<file path="config.mk">
export PLATFORM = sky130hd
export DESIGN_NAME = store_narrow_unit
export DESIGN_NICKNAME = d
export VERILOG_FILES = /design/src/rtl/store_narrow_unit.sv
export SDC_FILE = /design/constraint.sdc
export NUM_CORES = 1
export LEC_CHECK = 0
export ABC_AREA = 0
export CAP_MARGIN = 20
export CORE_UTILIZATION = 55
export DETAILED_ROUTE_END_ITERATION = 16
export GPL_ROUTABILITY_DRIVEN = 1
export PLACE_DENSITY = 0.86
export SETUP_SLACK_MARGIN = 0.2
export SLEW_MARGIN = 5
export SYNTH_ARGS = -nofsm -noshare
export SYNTH_HDL_FRONTEND = slang
export SYNTH_SLANG_ARGS = --single-unit
</file>
<file path="constraint.sdc">
create_clock -name Clk -period 3.93 [get_ports Clk]
set_input_delay 0.786 -clock Clk [delete_from_list [all_inputs] [get_ports Clk]]
set_output_delay 0.786 -clock Clk [all_outputs]
set_load 0.02 [all_outputs]
</file>
<file path="src/rtl/store_narrow_unit.sv">
// store_narrow_unit
// Narrows 32-bit register store data into a word-aligned, big-endian,
// lane-replicated memory write with byte enables. A small FIFO decouples
// the MEM stage from data-memory back-pressure.
// Optional feature macro: STORE_ALIGN_CHECK_EN (adds AlignErr / ErrAddr,
// misaligned requests are accepted but dropped).
module store_narrow_unit #(
    parameter int DEPTH = 2
) (
    input  logic                     Clk,
    input  logic                     Rst_n,
    input  logic                     InValid,
    output logic                     InReady,
    input  logic [31:0]              InAddr,
    input  logic [31:0]              InData,
    input  logic [1:0]               InSize,
    output logic                     OutValid,
    input  logic                     OutReady,
    output logic [31:0]              OutAddr,
    output logic [31:0]              OutData,
    output logic [3:0]               OutByteEn,
    output logic [$clog2(DEPTH):0]   Count
`ifdef STORE_ALIGN_CHECK_EN
    ,
    output logic                     AlignErr,
    output logic [31:0]              ErrAddr
`endif
);

    localparam int PW = $clog2(DEPTH);
    localparam int CW = PW + 1;
    localparam logic [CW-1:0] DEPTH_C = CW'(DEPTH);

    // Per-entry storage: formatted data, byte enables, word address
    logic [31:0]   data_mem_r [DEPTH];
    logic [3:0]    be_mem_r   [DEPTH];
    logic [29:0]   addr_mem_r [DEPTH];

    logic [PW-1:0] wr_ptr_r;
    logic [PW-1:0] rd_ptr_r;
    logic [CW-1:0] count_r;
    logic          in_ready_r;

    logic          push_s;
    logic          pop_s;
    logic          enq_s;
    logic [CW-1:0] count_next_s;
    logic [35:0]   fmt_s;

    // Big-endian lane formatting: {byte_enables, replicated_data}
    function automatic logic [35:0] format_lanes(input logic [1:0]  size,
                                                 input logic [1:0]  k,
                                                 input logic [31:0] data);
        logic [35:0] res;
        case (size)
            2'b00:   res = {4'b1000 >> k, {4{data[7:0]}}};
            2'b01:   res = {(k[1] ? 4'b0011 : 4'b1100), {2{data[15:0]}}};
            2'b10:   res = {4'b1111, data};
            default: res = {4'b1111, data};
        endcase
        return res;
    endfunction

`ifdef STORE_ALIGN_CHECK_EN
    // Natural-alignment rule; the reserved size is always an error
    function automatic logic is_misaligned(input logic [1:0] size,
                                           input logic [1:0] k);
        logic res;
        case (size)
            2'b00:   res = 1'b0;
            2'b01:   res = k[0];
            2'b10:   res = (k != 2'b00);
            default: res = 1'b1;
        endcase
        return res;
    endfunction

    logic        misalign_s;
    logic        align_err_r;
    logic [31:0] err_addr_r;

    assign misalign_s = is_misaligned(InSize, InAddr[1:0]);
    assign AlignErr   = align_err_r;
    assign ErrAddr    = err_addr_r;

    // One-cycle error pulse and sticky address of the last misaligned store
    always_ff @(posedge Clk or negedge Rst_n) begin
        if (!Rst_n) begin
            align_err_r <= 1'b0;
            err_addr_r  <= 32'h0000_0000;
        end else begin
            align_err_r <= push_s && misalign_s;
            if (push_s && misalign_s) begin
                err_addr_r <= InAddr;
            end
        end
    end
`endif

    assign push_s = InValid && in_ready_r;
    assign pop_s  = (count_r != {CW{1'b0}}) && OutReady;
    assign fmt_s  = format_lanes(InSize, InAddr[1:0], InData);

    // Decide whether an accepted request actually occupies an entry
    always_comb begin
        enq_s = push_s;
`ifdef STORE_ALIGN_CHECK_EN
        if (misalign_s) begin
            enq_s = 1'b0;
        end else begin
            enq_s = push_s;
        end
`endif
    end

    // Occupancy after this edge; push+pop together leaves it unchanged
    always_comb begin
        count_next_s = count_r;
        case ({enq_s, pop_s})
            2'b10:   count_next_s = count_r + CW'(1);
            2'b01:   count_next_s = count_r - CW'(1);
            default: count_next_s = count_r;
        endcase
    end

    // FIFO storage, pointers, occupancy and registered ready
    always_ff @(posedge Clk or negedge Rst_n) begin
        if (!Rst_n) begin
            for (int i = 0; i < DEPTH; i++) begin
                data_mem_r[i] <= 32'h0000_0000;
                be_mem_r[i]   <= 4'b0000;
                addr_mem_r[i] <= 30'h0000_0000;
            end
            wr_ptr_r   <= {PW{1'b0}};
            rd_ptr_r   <= {PW{1'b0}};
            count_r    <= {CW{1'b0}};
            in_ready_r <= 1'b1;
        end else begin
            if (enq_s) begin
                data_mem_r[wr_ptr_r] <= fmt_s[31:0];
                be_mem_r[wr_ptr_r]   <= fmt_s[35:32];
                addr_mem_r[wr_ptr_r] <= InAddr[31:2];
                wr_ptr_r             <= wr_ptr_r + PW'(1);
            end
            if (pop_s) begin
                rd_ptr_r <= rd_ptr_r + PW'(1);
            end
            count_r    <= count_next_s;
            in_ready_r <= (count_next_s != DEPTH_C);
        end
    end

    assign InReady   = in_ready_r;
    assign OutValid  = (count_r != {CW{1'b0}});
    assign OutAddr   = {addr_mem_r[rd_ptr_r], 2'b00};
    assign OutData   = data_mem_r[rd_ptr_r];
    assign OutByteEn = be_mem_r[rd_ptr_r];
    assign Count     = count_r;

endmodule

</file>
==> results by group <==
Synth
  • Post-Synthesis Cell Area: approximately 0.0064 sq mm
  • Most instantiated cells after synthesis: dfrtp_1 (136), mux2_2 (118), nand2_1 (60)
  • Yosys top cell area share: between 50% and 60%
  • Top-count cell post-synth: dfrtp_1
  • Area contributors post-synth: dfrtp_1 (53%), mux2_2 (21%), mux2_4 (5.7%), nand2_1 (3.5%), o21ai_0 (3.2%)
  • Post-synthesis async set-or-reset flop share: 100%
  • Post-Synth XOR/XNOR Area: 0.550%
  • FF+latch count, synth: 137
  • Yosys top cell by area: dfrtp_1
  • Post-Syn Instances: around 500
  • YS warnings: 0
  • Synth Area in Compound Gates: about 6.5%
  • Unique cell type count in the Yosys netlist: 29
  • Mux cell area share after synthesis: about 29%
  • Register area share after synthesis: between 50% and 60%
  • Simple-gate share of the synthesized area: roughly 6.3%
  • Post-synth EDFFs: 0
  • Ys flop type: dfrtp_1
  • Synth Area in Adders: 0.197%
  • Main combinational cell family by area after synthesis: multiplexers
  • Post-Synthesis Mean Instance Area: 12.9 sq um

Timing
  • Setup Total Neg Slack: 0 ns
  • Fin crit period: approximately 3.2 ns
  • Worst-Margin Slew: 0.911 ns
  • Final hold violations: 0
  • Slew headroom: ~39%
  • Final setup fails: 0
  • Max Fclk: about 0.3 GHz
  • Clock Skew: between 0.002 and 0.0025 ns
  • Max-slew violations: 0
  • Hold WS: between 0.3 and 0.4 ns
  • Tcrit/Tclk final: around 83%
  • RSZ-0062 raised after global routing: no

CTS
  • Clock Latency Late Sink: ~0.42 ns
  • Postcts setup bufs: 0
  • CTS tree: built
  • CTS Buf Count: 17
  • Clock sinks: between 100 and 150
  • PostCTS Resize Cnt: 0
  • CTS H-Tree Depth: 4
  • Hold Buf Count CTS: 0
  • Clock Path Buffers: 2
  • Root Buffer: clkbuf_16
  • Clk slew on worst S/H paths: around 0.050 ns

Power
  • P_leak: between 3 and 4 nW
  • Power, Total: slightly below 0.008 W
  • Pwr/cell area: around 940 mW/mm^2
  • Peak supply drop: 0.630 mV

Detailed routing
  • Via count: 4400
  • DR WL/cell: 19.2 microns
  • Iter 0 DRT Violations: approximately 190
  • Drt drc: 0
  • Routed vias/inst: ~5.7
  • Antenna-violating nets left: 0
  • Initial DRT Pass Iterations: 4
  • Overall routed net length: between 10000 and 15000 microns

Job
  • Total of max-cap violations: 0

Cells and area
  • Sequential Area: 0.00343 sq mm
  • Multi-input gate area: roughly 0.0027 sq mm
  • Filler cell count: 727
  • P&R area growth vs syn: 30.8%
  • Antenna Diode Count: 0
  • Fraction of layout cells with a size suffix above 1: 28.6%
  • Post-layout net count: ~700

Critical path
  • WS Path Type: reg2out
  • Slowest stage cell, crit path: dfrtp_4
  • Critical path data arrival time: 2.46 ns
  • Crit path launch type: register
  • Reg2reg path depth: 3
  • Worst Setup SP: rd_ptr_r$_DFFE_PN0P_
  • Crit-path cells: mux2_2, clkdlybuf4s50_1
  • Worst endpoint required time: approximately 3.1 ns
  • R2r setup slk: around 2.0 ns
  • Reg2reg start: InReady$_DFF_PN1_
  • CP max FO: 67
  • RR Endpoint: addr_mem_r[51]$_DFFE_PN0P_
  • Worst Setup End Kind: output pin
  • Max stage delay on crit path: between 1 and 1.5 ns

Placed design
  • # port buffers: between 100 and 150
  • Hpwl dp: approximately 10000 microns
  • Final RePlAce weighted congestion: between 0.7 and 0.8

Global route
  • Initial antenna violation count: 0
  • GRT Util Overall: 27.2%
  • Grt ovf: 0
  • First-pass GRT wire length: approximately 24000 microns
  • Largest net degree at the start of global routing: 75
  • Vias in the first global route: between 4000 and 5000

Floorplanning
  • Total die area: between 0.01 and 0.015 sq mm
  • Die H: 110 microns
  • Boundary Pins: between 100 and 150
  • Core area: 0.0111 sq mm
  • Die X: between 100 and 150 microns
  • Num rows: 38
  • Initial core utilization: a little under three fifths

Hold path
  • Hold/Removal Path Class: in2async

Status
  • Result of the run: complete, no violations
[power by group]
group / internal [W] / leakage (nW) / switching (W)
clock: 0.000862 / 0.257 / 0.000543
combinational: 0.00208 / 1.74 / 0.00165
sequential: 0.00213 / 1.64 / 0.000540
total: 0.00507 / 3.64 / 0.00273
[metrics by stage]
step                util, %  setup WS [ns]  area [sq um]  cells
finish                 75.2          0.682          8330    776
global route           75.2          0.618          8330    776
CTS                    75.2          0.677          8330    776
detailed placement     70.5           1.13          7810    746
global placement       70.5           1.15          7810    746
floorplan                 -           1.98          6370    493
[registers in the layout, indices dropped and copies added, names as in the netlist]
name / cells
Count: 2
InReady: 1
addr_mem_r: 60
be_mem_r: 8
data_mem_r: 64
rd_ptr_r: 1
wr_ptr_r: 1
[critical path, delay by kind of cell (launching register included)]
| family | cells | cell delay, ns |
|---|---|---|
| buffers and inverters | 1 | 0.54 |
| multiplexers | 1 | 0.44 |
| flip-flops | 1 | 1.01 |
[layout make-up]
type / count / share of cell area [%]
inverters: 2 / 0.0901
flip-flops and latches: 137 / 41.2
repair buffers: 147 / 17.6
clock buffers: 27 / 6.04
well taps: 140 / 2.10
multi-input cells: 320 / 32.8
clock inverters: 3 / 0.180
[logic make-up (layout without fill, tap and decap cells)]
kind of cell	count (synthesis)	in the layout
AOI/OAI and AO/OA	70	70
xor gates and xnor gates	4	4
adders and majority gates	1	1
buffers and inverters	36	179
DFF	137	137
muxes	158	158
other	1	2
and+or+nand+nor	85	85
[worst max-delay path by stage]
stage / slack (ns) / end
2_1_floorplan: 1.98 / OutAddr[11]
3_3_place_gp: 1.15 / OutData[6]
3_5_place_dp: 1.13 / OutData[11]
4_1_cts: 0.68 / OutData[11]
5_1_grt: 0.62 / OutData[6]
6_report: 0.68 / OutByteEn[2]
[per-layer routing]
metal  GRT usage (%)  vias to the layer above  share of wire, %
met5               0                        -                 0
met4            14.3                        0               3.4
met3            5.22                       40               5.1
met2            43.9                      142                50
met1            34.8                     2212                42
li1                -                     2006                 -
[layout by cell type, fill, tap and decap left out, drive strengths merged, types with 4 or more instances in the layout]
cell type	n
nand2	60
o31ai	16
clkdlybuf4s50	138
a21oi	4
nor2b	16
dfrtp	136
o21ai	41
mux2	142
buf	9
clkbuf	27
a211oi	8
mux2i	16
Power figures use the tool's default switching activity.
==> variant (config.mk and constraints unchanged) <==
The option `STORE_ALIGN_CHECK_EN` is turned on by a define.
--- a/src/rtl/store_narrow_unit.sv
+++ b/src/rtl/store_narrow_unit.sv
@@ -4,6 +4,8 @@
 // the MEM stage from data-memory back-pressure.
 // Optional feature macro: STORE_ALIGN_CHECK_EN (adds AlignErr / ErrAddr,
 // misaligned requests are accepted but dropped).
+`define STORE_ALIGN_CHECK_EN
+
 module store_narrow_unit #(
     parameter int DEPTH = 2
 ) (
Check against the original RTL (old outputs only; new: AlignErr and ErrAddr): not equivalent (Yosys sat finds a counterexample within 4 cycles, from zero or initial values and one cycle with Rst_n low).
==> variant against the unedited design <==
- critical path depth increased by 1
- final area increased by 23%
- total power increased by 17%
- first-iteration DRC count increased by 15%
- via count increased by 7.2%
- area after synthesis increased by 21%
- synthesized cell count increased by 1.4%
- register-to-register slack got worse by 0.04 ns
- routed wire length increased by 12%
- worst setup slack improved by 0.039 ns
- hold slack improved by 0.053 ns
- sequential cell count increased by 33
- critical endpoint is now OutAddr[26]
- largest cell class unchanged
- largest power group unchanged
==> variant: results <==
metrics = {
    "grt": {
        "grt_pass1_wl_mm": 27.0,
        "grt_max_degree": 93,
        "grt.total_usage_pct": 24.8,
        "grt_pass1_vias": 5053,
    },
    "detailed_routing": {
        "post_drt_via_cell_ratio": 5.49,
        "detail_route.wl_per_cell_um": 19.5,
        "met3_length_mm": 1.07,
        "drt-total-wl_mm": 16.8,
        "drt_iter0_markers": 214,
        "route.met2.wl_mm": 8.12,
        "top_layer": "met4",
        "wl_met1_mm": 7.30,
    },
    "cells_and_area": {
        "fillers": 848,
        "multi_input_gates": 298,
        "fin_util_pct": 75.8,
        "seqCellArea_um2": 4260,
        "multi_input_area_share_pct": 32.1,
        "nonClkBufAreaFrac_pct": 18.1,
        "num-nonclk-buffers": 183,
        "final_layout_size_suffix_gt1_share_pct": 43.1,
        "layout.nets": 743,
        "clkCellAreaFrac_pct": 5.86,
    },
    "synthesis": {
        "yosys.area_share.adder_pct": 0.163,
        "netlist_top_cells_area": "dfrtp_1 (55%), mux2_2 (30%), mux2_4 (7.8%), mux2i_1 (1.0%), buf_6 (0.59%)",
        "avgSynthCellArea_um2": 15.4,
        "ys_ff_latch": 170,
        "synth-xor-area-share_pct": 0.456,
        "synth_common_cells": "mux2_2 (206), dfrtp_1 (169), mux2_4 (40), clkbuf_1 (11), nand2_1 (9)",
        "synth_mux_area_share_pct": 39.0,
        "ys_seq_area_share_pct": 55.4,
        "synth_compound_area_share_pct": 1.51,
    },
    "placement": {
        "place_inst": 828,
        "placed_cell_area_um2": 9580,
        "gp_congestion": 0.825,
        "numPortBuffers": 172,
        "post-dp-hpwl_mm": 11.3,
        "place_worst_setup_slack_ns": 0.673,
    },
    "die": {
        "design.core.area_um2": 13500,
    },
    "clock_tree": {
        "htreeDepth": 4,
        "clkTransAtPathRegs_ns": 0.06,
    },
    "worst_hold_path": {
        "hold_class": "in -> async",
    },
    "power_and_ir_drop": {
        "leakagePower_uw": 0.00445,
        "powerSeq_uw": 3070,
        "comb_power_share_pct": 47.9,
        "ir_worst_vdd_v": 0.000502,
        "finalPower_uw": 9170,
        "sw_frac_of_total_pct": 33.3,
    },
    "worst_setup_path": {
        "arrival_ns": 2.42,
        "max_stage_delay_ns": 0.73,
        "rrSetupSlack_ns": 1.99,
        "setup.worst_path.end": "OutAddr[26]",
        "path_delay_family": "buffers and inverters",
        "worst_r2r_endpoint": "addr_mem_r[39]$_DFFE_PN0P_",
        "crit_slowest_cell": "dfrtp_2",
        "ff2ff_path_depth": 4,
        "path_max_fanout": 22,
    },
    "sta": {
        "finClkSkew_ns": 0.00959,
        "timing.final.ws_setup_ns": 0.720,
        "worstMarginPinSlew_ns": 0.847,
    },
    "status": {
        "status": "completed",
    },
}
[variant: worst min-delay path by stage]
stage | from | slack [ns] | cells after the start | end
global route | Rst_n | 0.49 | 1 | ErrAddr[10]$_DFFE_PN0P_
detailed placement | addr_mem_r[20]$_DFFE_PN0P_ | 0.49 | 1 | addr_mem_r[20]$_DFFE_PN0P_
CTS | Rst_n | 0.47 | 1 | ErrAddr[13]$_DFFE_PN0P_
finish | Rst_n | 0.43 | 1 | ErrAddr[11]$_DFFE_PN0P_
floorplan | wr_ptr_r$_DFFE_PN0N_ | 0.47 | 1 | wr_ptr_r$_DFFE_PN0N_
global placement | addr_mem_r[10]$_DFFE_PN0P_ | 0.48 | 1 | addr_mem_r[10]$_DFFE_PN0P_
[variant: per-layer routing]
metal / GRT usage, % / up-vias
met2: 39.2 / 158
met4: 8.13 / 0
met1: 33.2 / 2409
met3: 6.89 / 19
met5: 0 / -
li1: - / 2133
